==> config.mk <==
export PLATFORM = sky130hd
export DESIGN_NAME = intra4x4_pred_mode_seq
export DESIGN_NICKNAME = d
export VERILOG_FILES = /design/src/rtl/intra4x4_pred_mode_seq.sv
export SDC_FILE = /design/constraint.sdc
export NUM_CORES = 1
export LEC_CHECK = 0
export ABC_AREA = 1
export BUFFER_PORTS_ARGS = -buffer_cell sky130_fd_sc_hd__buf_2
export CAP_MARGIN = 20
export CORE_AREA = 2 2 56 58
export DETAILED_ROUTE_END_ITERATION = 12
export DIE_AREA = 0 0 58 60
export GPL_ROUTABILITY_DRIVEN = 0
export PLACE_DENSITY = 0.82
export REMOVE_ABC_BUFFERS = 1
export SETUP_SLACK_MARGIN = 0.2
export SYNTH_ARGS = -nofsm -noshare
export SYNTH_HDL_FRONTEND = slang
export SYNTH_SLANG_ARGS = --single-unit
==> constraint.sdc <==
create_clock -name clk -period 1.19 [get_ports clk]
set_input_delay 0.119 -clock clk [delete_from_list [all_inputs] [get_ports clk]]
set_output_delay 0.119 -clock clk [all_outputs]
set_load 0.005 [all_outputs]
==> src/rtl/intra4x4_pred_mode_seq.sv <==
// intra4x4_pred_mode_seq: walks the Intra4x4 prediction-mode syntax of one macroblock
// (16 prev flags, a rem mode after every zero flag, optionally the chroma mode),
// strobes each decoded element to the mode decoder and tracks the MB position.
// Build option: define INTRA4X4_SEQ_CHROMA_EN to fetch intra_chroma_pred_mode before FIN.
module intra4x4_pred_mode_seq #(
    parameter int unsigned MB_W = 11,
    parameter int unsigned MB_H = 9
) (
    input  logic       clk,
    input  logic       reset_n,
    input  logic       pic_start,
    input  logic       start,
    output logic       se_req,
    output logic [1:0] se_kind,
    input  logic       se_valid,
    input  logic [2:0] se_data,
    output logic [2:0] mb_pred_state,
    output logic [3:0] luma4x4BlkIdx,
    output logic       prev_intra4x4_pred_mode_flag,
    output logic [2:0] rem_intra4x4_pred_mode,
    output logic [1:0] intra_chroma_pred_mode,
    output logic [3:0] mb_num_h,
    output logic [3:0] mb_num_v,
    output logic       busy,
    output logic       done
);

    localparam int unsigned CNT_W = 4;

    localparam logic [1:0] KIND_FLAG = 2'd0;
    localparam logic [1:0] KIND_REM  = 2'd1;
    localparam logic [2:0] STROBE_NONE = 3'd0;
    localparam logic [2:0] STROBE_FLAG = 3'd1;
    localparam logic [2:0] STROBE_REM  = 3'd2;
`ifdef INTRA4X4_SEQ_CHROMA_EN
    localparam logic [1:0] KIND_CHR   = 2'd2;
    localparam logic [2:0] STROBE_CHR = 3'd3;
`endif

    localparam logic [CNT_W-1:0] LAST_BLK = CNT_W'(15);
    localparam logic [CNT_W-1:0] LAST_H   = CNT_W'(MB_W - 1);
    localparam logic [CNT_W-1:0] LAST_V   = CNT_W'(MB_H - 1);

    typedef enum logic [2:0] {
        IDLE,
        W_FLAG,
        P_FLAG,
        W_REM,
        P_REM,
`ifdef INTRA4X4_SEQ_CHROMA_EN
        W_CHR,
        P_CHR,
`endif
        FIN
    } seqState_t;

    seqState_t state;

    // Sequencer FSM; every output is set together with the state it belongs to.
    always_ff @(posedge clk) begin
        if (!reset_n) begin
            state                        <= IDLE;
            se_req                       <= 1'b0;
            se_kind                      <= KIND_FLAG;
            mb_pred_state                <= STROBE_NONE;
            luma4x4BlkIdx                <= '0;
            prev_intra4x4_pred_mode_flag <= 1'b0;
            rem_intra4x4_pred_mode       <= '0;
            busy                         <= 1'b0;
            done                         <= 1'b0;
        end else begin
            mb_pred_state <= STROBE_NONE;
            done          <= 1'b0;
            case (state)
                IDLE: begin
                    if (start) begin
                        state         <= W_FLAG;
                        luma4x4BlkIdx <= '0;
                        se_req        <= 1'b1;
                        se_kind       <= KIND_FLAG;
                        busy          <= 1'b1;
                    end
                end
                W_FLAG: begin
                    if (se_valid) begin
                        prev_intra4x4_pred_mode_flag <= se_data[0];
                        state                        <= P_FLAG;
                        se_req                       <= 1'b0;
                        mb_pred_state                <= STROBE_FLAG;
                    end
                end
                W_REM: begin
                    if (se_valid) begin
                        rem_intra4x4_pred_mode <= se_data;
                        state                  <= P_REM;
                        se_req                 <= 1'b0;
                        mb_pred_state          <= STROBE_REM;
                    end
                end
                P_FLAG, P_REM: begin
                    if (state == P_FLAG && !prev_intra4x4_pred_mode_flag) begin
                        state   <= W_REM;
                        se_req  <= 1'b1;
                        se_kind <= KIND_REM;
                    end else if (luma4x4BlkIdx != LAST_BLK) begin
                        luma4x4BlkIdx <= luma4x4BlkIdx + CNT_W'(1);
                        state         <= W_FLAG;
                        se_req        <= 1'b1;
                        se_kind       <= KIND_FLAG;
                    end else begin
                        luma4x4BlkIdx <= '0;
`ifdef INTRA4X4_SEQ_CHROMA_EN
                        state   <= W_CHR;
                        se_req  <= 1'b1;
                        se_kind <= KIND_CHR;
`else
                        state <= FIN;
                        done  <= 1'b1;
`endif
                    end
                end
`ifdef INTRA4X4_SEQ_CHROMA_EN
                W_CHR: begin
                    if (se_valid) begin
                        state         <= P_CHR;
                        se_req        <= 1'b0;
                        mb_pred_state <= STROBE_CHR;
                    end
                end
                P_CHR: begin
                    state <= FIN;
                    done  <= 1'b1;
                end
`endif
                FIN: begin
                    state <= IDLE;
                    busy  <= 1'b0;
                end
                default: begin
                    state  <= IDLE;
                    se_req <= 1'b0;
                    busy   <= 1'b0;
                end
            endcase
        end
    end

`ifdef INTRA4X4_SEQ_CHROMA_EN
    // Chroma mode register, loaded on the accepted chroma element.
    always_ff @(posedge clk) begin
        if (!reset_n) begin
            intra_chroma_pred_mode <= '0;
        end else if (state == W_CHR && se_valid) begin
            intra_chroma_pred_mode <= se_data[1:0];
        end
    end
`else
    // No chroma element in this build.
    assign intra_chroma_pred_mode = 2'd0;
`endif

    // MB position counters; pic_start wins over the end-of-MB advance.
    always_ff @(posedge clk) begin
        if (!reset_n) begin
            mb_num_h <= '0;
            mb_num_v <= '0;
        end else if (pic_start) begin
            mb_num_h <= '0;
            mb_num_v <= '0;
        end else if (state == FIN) begin
            if (mb_num_h == LAST_H) begin
                mb_num_h <= '0;
                mb_num_v <= (mb_num_v == LAST_V) ? '0 : mb_num_v + CNT_W'(1);
            end else begin
                mb_num_h <= mb_num_h + CNT_W'(1);
            end
        end
    end

endmodule
## Word level (Yosys, flattened, before mapping)

Index checks and enable logic that the tools add are counted.

- Register bits: 27
- Output and inout bits: 26
- Logic and storage cells: 75
- Latch bits: 0
- Input port bits: 8
- Memories: 0
- Bits in read-only memories: 0
- Bits in writable memories: 0

- Multiplexer cells: 26
- Add/subtract/negate cells: 3
- Bitwise logic cells: 4
- Divide/modulo/power cells: 0
- Order comparisons: 0
- Reduce and logical (&&, ||, !) cells: 17
- $mul: 0
- Shift-type cells: 0
- Equal/unequal tests: 14

Operator list:

| cell | count |
|---|---|
| $mux W4 | 5 |
| $mux W3 | 5 |
| $add A4 B1 Y4 const B | 3 |
| $pmux W3 S4 | 1 |
| $reduce_and A3 Y1 | 3 |
| $eq A4 B4 Y1 const B | 2 |
| $mux W2 | 4 |
| $ne A2 B2 Y1 const B | 4 |
| $pmux W2 S2 | 2 |
| $pmux W4 S2 | 1 |
| $reduce_and A2 Y1 | 4 |
| $eq A3 B2 Y1 const B | 2 |
| $eq A3 B3 Y1 const B | 2 |
| $mux W1 | 6 |
| $reduce_or A2 Y1 | 3 |
| $ne A4 B4 Y1 const B | 1 |
| $not A1 Y1 | 4 |
| $pmux W1 S4 | 1 |
| $reduce_and A4 Y1 | 1 |
| $reduce_or A4 Y1 | 1 |
| $eq A3 B1 Y1 const B | 1 |
| $logic_not A3 Y1 | 1 |
| $ne A3 B3 Y1 const B | 1 |
| $reduce_or A3 Y1 | 1 |
| 5 further kinds | 5 |

## Depth between registers and ports, before layout

- Word-level depth: 4
- Depth in mapped cells: 8
- Depth with buffers taken out: 7

## Worst setup path before layout

Ideal clock, no wire load.

- Path type: reg2reg
- Start: register luma4x4BlkIdx[0]
- End: register se_req
- Setup slack: 18 ps
- Stages on the path, launching flop included: 7
- Data required time: 1,075 ps
- Buffers on the path: 0
- Data arrival time: 1,057 ps
- Setup time: 115 ps
- Period minus slack after synthesis: 1,172 ps
- Path through: dfxtp_1 ha_1 nand3_1 inv_1 nand3_2 a21oi_1 nor2_1

- Cells in the longest elaborated chain, start to end: 3

RTL lines:

| item | line | source |
|---|---|---|
| start: declaration | 18 | `output logic [3:0] luma4x4BlkIdx,` |
| start signal: assignment | 106 | `luma4x4BlkIdx <= luma4x4BlkIdx + CNT_W'(1);` |
| $ne A4 B4 Y1 | 105 | `end else if (luma4x4BlkIdx != LAST_BLK) begin` |
| $ne A3 B3 Y1 (no line) | -- |  |
| $reduce_and A4 Y1 (no line) | -- |  |
| end signal: assignment | 96 | `se_req <= 1'b0;` |
| end signal: assignment | 103 | `se_req <= 1'b1;` |
| end signal: assignment | 108 | `se_req <= 1'b1;` |
| end: declaration | 13 | `output logic se_req,` |

No other way between the ends.
A chain may end at the register's enable or synchronous reset.

## Final worst setup path

- Start: register state[0]
- End: register luma4x4BlkIdx[3]

- Cells in the longest elaborated chain, start to end: 4
- Elaborated cells between the ends (all ways): 10
- Classes of those cells: 4 x eq/ne; 1 x mux; 5 x reduce/logical

RTL lines:

| item | line | source |
|---|---|---|
| start: declaration | 57 | `seqState_t state;` |
| start signal: assignment | 62 | `state <= IDLE;` |
| start signal: assignment | 77 | `state <= W_FLAG;` |
| start signal: assignment | 87 | `state <= P_FLAG;` |
| $eq A3 B2 Y1 / $eq A3 B3 Y1 (equally long branches) | 74, 101 |  |
| $reduce_or A2 Y1 / $logic_and A1 B1 Y1 (equally long branches) | 74, 101 |  |
| $ne A2 B2 Y1 (no line) / $reduce_bool A2 Y1 (equally long branches) | -- |  |
| $reduce_and A3 Y1 (no line) | -- |  |

Several ways; a longest one is shown, not always the timed one.

==> qor.json <==
{
  "die-area": {"value": 0.00348, "unit": "mm2"},
  "antenna_cells": {"value": 0},
  "postLayoutSetupSlackWorst": {"value": -64.8, "unit": "ps"},
  "slowest_delay": {"value": 410, "unit": "ps"},
  "via_count": {"value": 1363},
  "grt-ovfl-total": {"value": 0},
  "core_area": {"value": 0.00290, "unit": "mm2"},
  "number_of_antenna_violations_at_the_first_check_in_global_routing": {"value": 0},
  "firstDrtPassIters": {"value": 4},
  "placement.io_buffers": {"value": 29},
  "timing.final.crit_share": {"value": 105, "unit": "%"},
  "post-route-drc-count": {"value": 0},
  "synthTopCellsByArea": {"value": "sky130_fd_sc_hd__dfxtp_1 (41%), sky130_fd_sc_hd__nand2_1 (11%), sky130_fd_sc_hd__a21oi_1 (6.1%)"},
  "fill_cells": {"value": 218},
  "hp-class": {"value": "input port to flop"},
  "routed_wire_length_per_instance": {"value": 14.5, "unit": "um"},
  "grtUsageTotal": {"value": 20.2, "unit": "%"},
  "routed_wl": {"value": 3800, "unit": "um"},
  "core.rowCount": {"value": 20},
  "final_max_slew_viol_count": {"value": 0},
  "clock-sinks": {"value": 25},
  "whs_path_depth": {"value": 3},
  "crit_path_cell_trace": {"value": "nor2_4, nand2_4, nand2_4, nand4_1, nand2_1, nand2_1, nor2_1"},
  "flow.area_growth_from_synthesis": {"value": 60.0, "unit": "%"},
  "yosysWarnings": {"value": 0},
  "first_global_vias": {"value": 1255},
  "status": {"value": "finished with violations"},
  "max_cap_viols": {"value": 0},
  "floorplan.initialDensity": {"value": 42.2, "unit": "%"},
  "r2r.worst_path.cells": {"value": 7},
  "final_nets": {"value": 241},
  "dp.cells": {"value": 239},
  "viasPerCell": {"value": 5.20},
  "detailedPlacementHpwl": {"value": 1950, "unit": "um"},
  "area_share_of_the_leading_cell_type_in_the_synthesized_netlist": {"value": 40.8, "unit": "%"},
  "top_cells_by_instance_count_after_synthesis": {"value": "sky130_fd_sc_hd__nand2_1 (36), sky130_fd_sc_hd__dfxtp_1 (25), sky130_fd_sc_hd__inv_1 (19), sky130_fd_sc_hd__nor2_1 (19), sky130_fd_sc_hd__a21oi_1 (15)"},
  "die_x": {"value": 58, "unit": "um"},
  "synth-async-reset-ratio": {"value": 0, "unit": "%"},
  "cts_hold_repair.buffers": {"value": 0},
  "drive_above_1_share": {"value": 54.1, "unit": "%"},
  "cts_root_buffer": {"value": "sky130_fd_sc_hd__clkbuf_4"},
  "peakVddDrop": {"value": 0.735, "unit": "mV"},
  "htree_num_levels": {"value": 1},
  "fin_hold_ws": {"value": 20.2, "unit": "ps"},
  "fin_util": {"value": 67.6, "unit": "%"},
  "cts_inserted_buffers": {"value": 3},
  "final.setup.tns": {"value": -132, "unit": "ps"},
  "achievable-frequency": {"value": 797, "unit": "MHz"},
  "area.sequential": {"value": 529, "unit": "um2"},
  "syn_avg_cell_area": {"value": 7.30, "unit": "um2"},
  "placement_cell_area": {"value": 0.00147, "unit": "mm2"},
  "final_antenna_net_count": {"value": 0},
  "grt_pass1_wl": {"value": 5410, "unit": "um"},
  "clock_tree_from_tritoncts": {"value": "yes"},
  "cp.arrival": {"value": 1530, "unit": "ps"},
  "synth_enable_flop_cells": {"value": 0},
  "number_of_distinct_library_cell_variants_in_the_gate_level_netlist_after_synthesis": {"value": 26},
  "die_h": {"value": 60, "unit": "um"},
  "timing.critical_path.fanout_max": {"value": 7},
  "finalHoldViolCount": {"value": 0},
  "clkSlewWorstSetupHoldPaths": {"value": 150, "unit": "ps"},
  "critPathLaunchType": {"value": "flop"},
  "clock-skew-final": {"value": 15.7, "unit": "ps"},
  "pin_count_of_the_biggest_net_entering_global_routing": {"value": 16},
  "ios": {"value": 34},
  "finish.cell_count_without_fillers": {"value": 262},
  "violations": {"value": "negative setup slack"},
  "period_minus_slack": {"value": 1250, "unit": "ps"},
  "pre_cts_ws": {"value": -47.2, "unit": "ps"},
  "drt_iter0_drcs": {"value": 37},
  "clock_tree.buffer_depth": {"value": 2},
  "seq_area_frac_synth": {"value": 40.8, "unit": "%"},
  "post-route-cell-area": {"value": 0.00196, "unit": "mm2"},
  "synth.ff_latch_count": {"value": 25},
  "criticalPathCategory": {"value": "flop to flop"},
  "yosys.cell_count.top_type": {"value": "sky130_fd_sc_hd__nand2_1"},
  "worstPathRequired": {"value": 1470, "unit": "ps"},
  "synth-main-ff-cell": {"value": "sky130_fd_sc_hd__dfxtp_1"},
  "critical_path.endpoint_type": {"value": "flop"},
  "power_leakage": {"value": 0.845, "unit": "nW"},
  "worst_skew_pair.late_latency": {"value": 350, "unit": "ps"},
  "finalSetupViolCount": {"value": 7},
  "setup_repair_after_global_routing_missed_its_margin": {"value": "yes"},
  "power_density": {"value": 888, "unit": "mW/mm2"},
  "synth_top_cell_by_area": {"value": "sky130_fd_sc_hd__dfxtp_1"},
  "critPathSlowestCell": {"value": "sky130_fd_sc_hd__dfxtp_4"},
  "netlist_area": {"value": 0.00123, "unit": "mm2"},
  "multi_input_combinational_cell_area": {"value": 781, "unit": "um2"},
  "totalPowerFinal": {"value": 1.74, "unit": "mW"},
  "post_synthesis_cells": {"value": 168}
}
layout by cell type, fill, tap and decap left out, types with 3 or more instances in the layout:
cell / instances
sky130_fd_sc_hd__buf_6: 20
sky130_fd_sc_hd__conb_1: 4
sky130_fd_sc_hd__a21oi_2: 8
sky130_fd_sc_hd__nand3_4: 5
sky130_fd_sc_hd__nand4_1: 4
sky130_fd_sc_hd__inv_4: 3
sky130_fd_sc_hd__o21ai_0: 3
sky130_fd_sc_hd__buf_2: 22
sky130_fd_sc_hd__a21oi_1: 8
sky130_fd_sc_hd__dfxtp_1: 12
sky130_fd_sc_hd__nor2_4: 7
sky130_fd_sc_hd__dfxtp_2: 8
sky130_fd_sc_hd__buf_4: 17
sky130_fd_sc_hd__nor2_1: 13
sky130_fd_sc_hd__nand3_1: 11
sky130_fd_sc_hd__inv_1: 13
sky130_fd_sc_hd__nand2_2: 7
sky130_fd_sc_hd__nand2_1: 28
sky130_fd_sc_hd__inv_2: 5
sky130_fd_sc_hd__clkbuf_4: 3
sky130_fd_sc_hd__dfxtp_4: 5
sequential cells by signal (all words and copies together), names as in the netlist:
name and count:
se_req 1, state 3, mb_pred_state 2, prev_intra4x4_pred_mode_flag 1
mb_num_h 4, busy 1, se_kind 1, rem_intra4x4_pred_mode 3
done 1, luma4x4BlkIdx 4, mb_num_v 4
cells by family after synthesis:
group	Yosys count	share of synthesized area [%]
XOR/XNOR	2	1.43
adder cells (fa/ha/maj)	3	3.06
buffers and inverters	28	10.4
other	1	0.306
flip-flops	25	40.8
AND/OR/NAND/NOR	84	32.6
AO/OA/AOI/OAI	25	11.4
power breakdown:
part | switching, mW | internal [mW]
registers | 0.0454 | 0.868
clock network | 0.288 | 0.129
logic | 0.227 | 0.184
total | 0.561 | 1.18
metal layers:
layer | track usage [%] | routed length (um)
met3 | 3.03 | 200
met1 | 21.9 | 1440
met5 | 0 | 0
met2 | 37.7 | 1990
met4 | 11.0 | 164
worst max-delay path: cells and delay by family, from the launching register on:
family,cells,cell delay [ps]
DFF,1,410
and+or+nand+nor,7,780
path summary, 6_finish.rpt:
check | start | slack (ps) | end
max | state[0] | -60 | luma4x4BlkIdx[3]
min | se_data[2] | 20 | rem_intra4x4_pred_mode[2]
max reg2reg | state[0] | -60 | luma4x4BlkIdx[3]
min reg2reg | rem_intra4x4_pred_mode[1] | 470 | rem_intra4x4_pred_mode[1]
timing repair:
item                       4_1_cts  5_1_grt
gates cloned                     0        0
setup endpoints to repair       30       36
resized for setup               67       25
pin swaps                       20       13
buffers inserted                13        6
hold endpoints to repair         0        0
area by class of cell:
type                            instances  share of cell area, %
Multi-Input combinational cell        118                   39.8
Clock inverter                          1                  0.383
Timing Repair Buffer                   60                   24.6
Tap cell                               33                   2.10
Sequential cell                        25                   27.0
Inverter                               22                   4.97
Clock buffer                            3                   1.15
(Power assumes the default switching activity.)
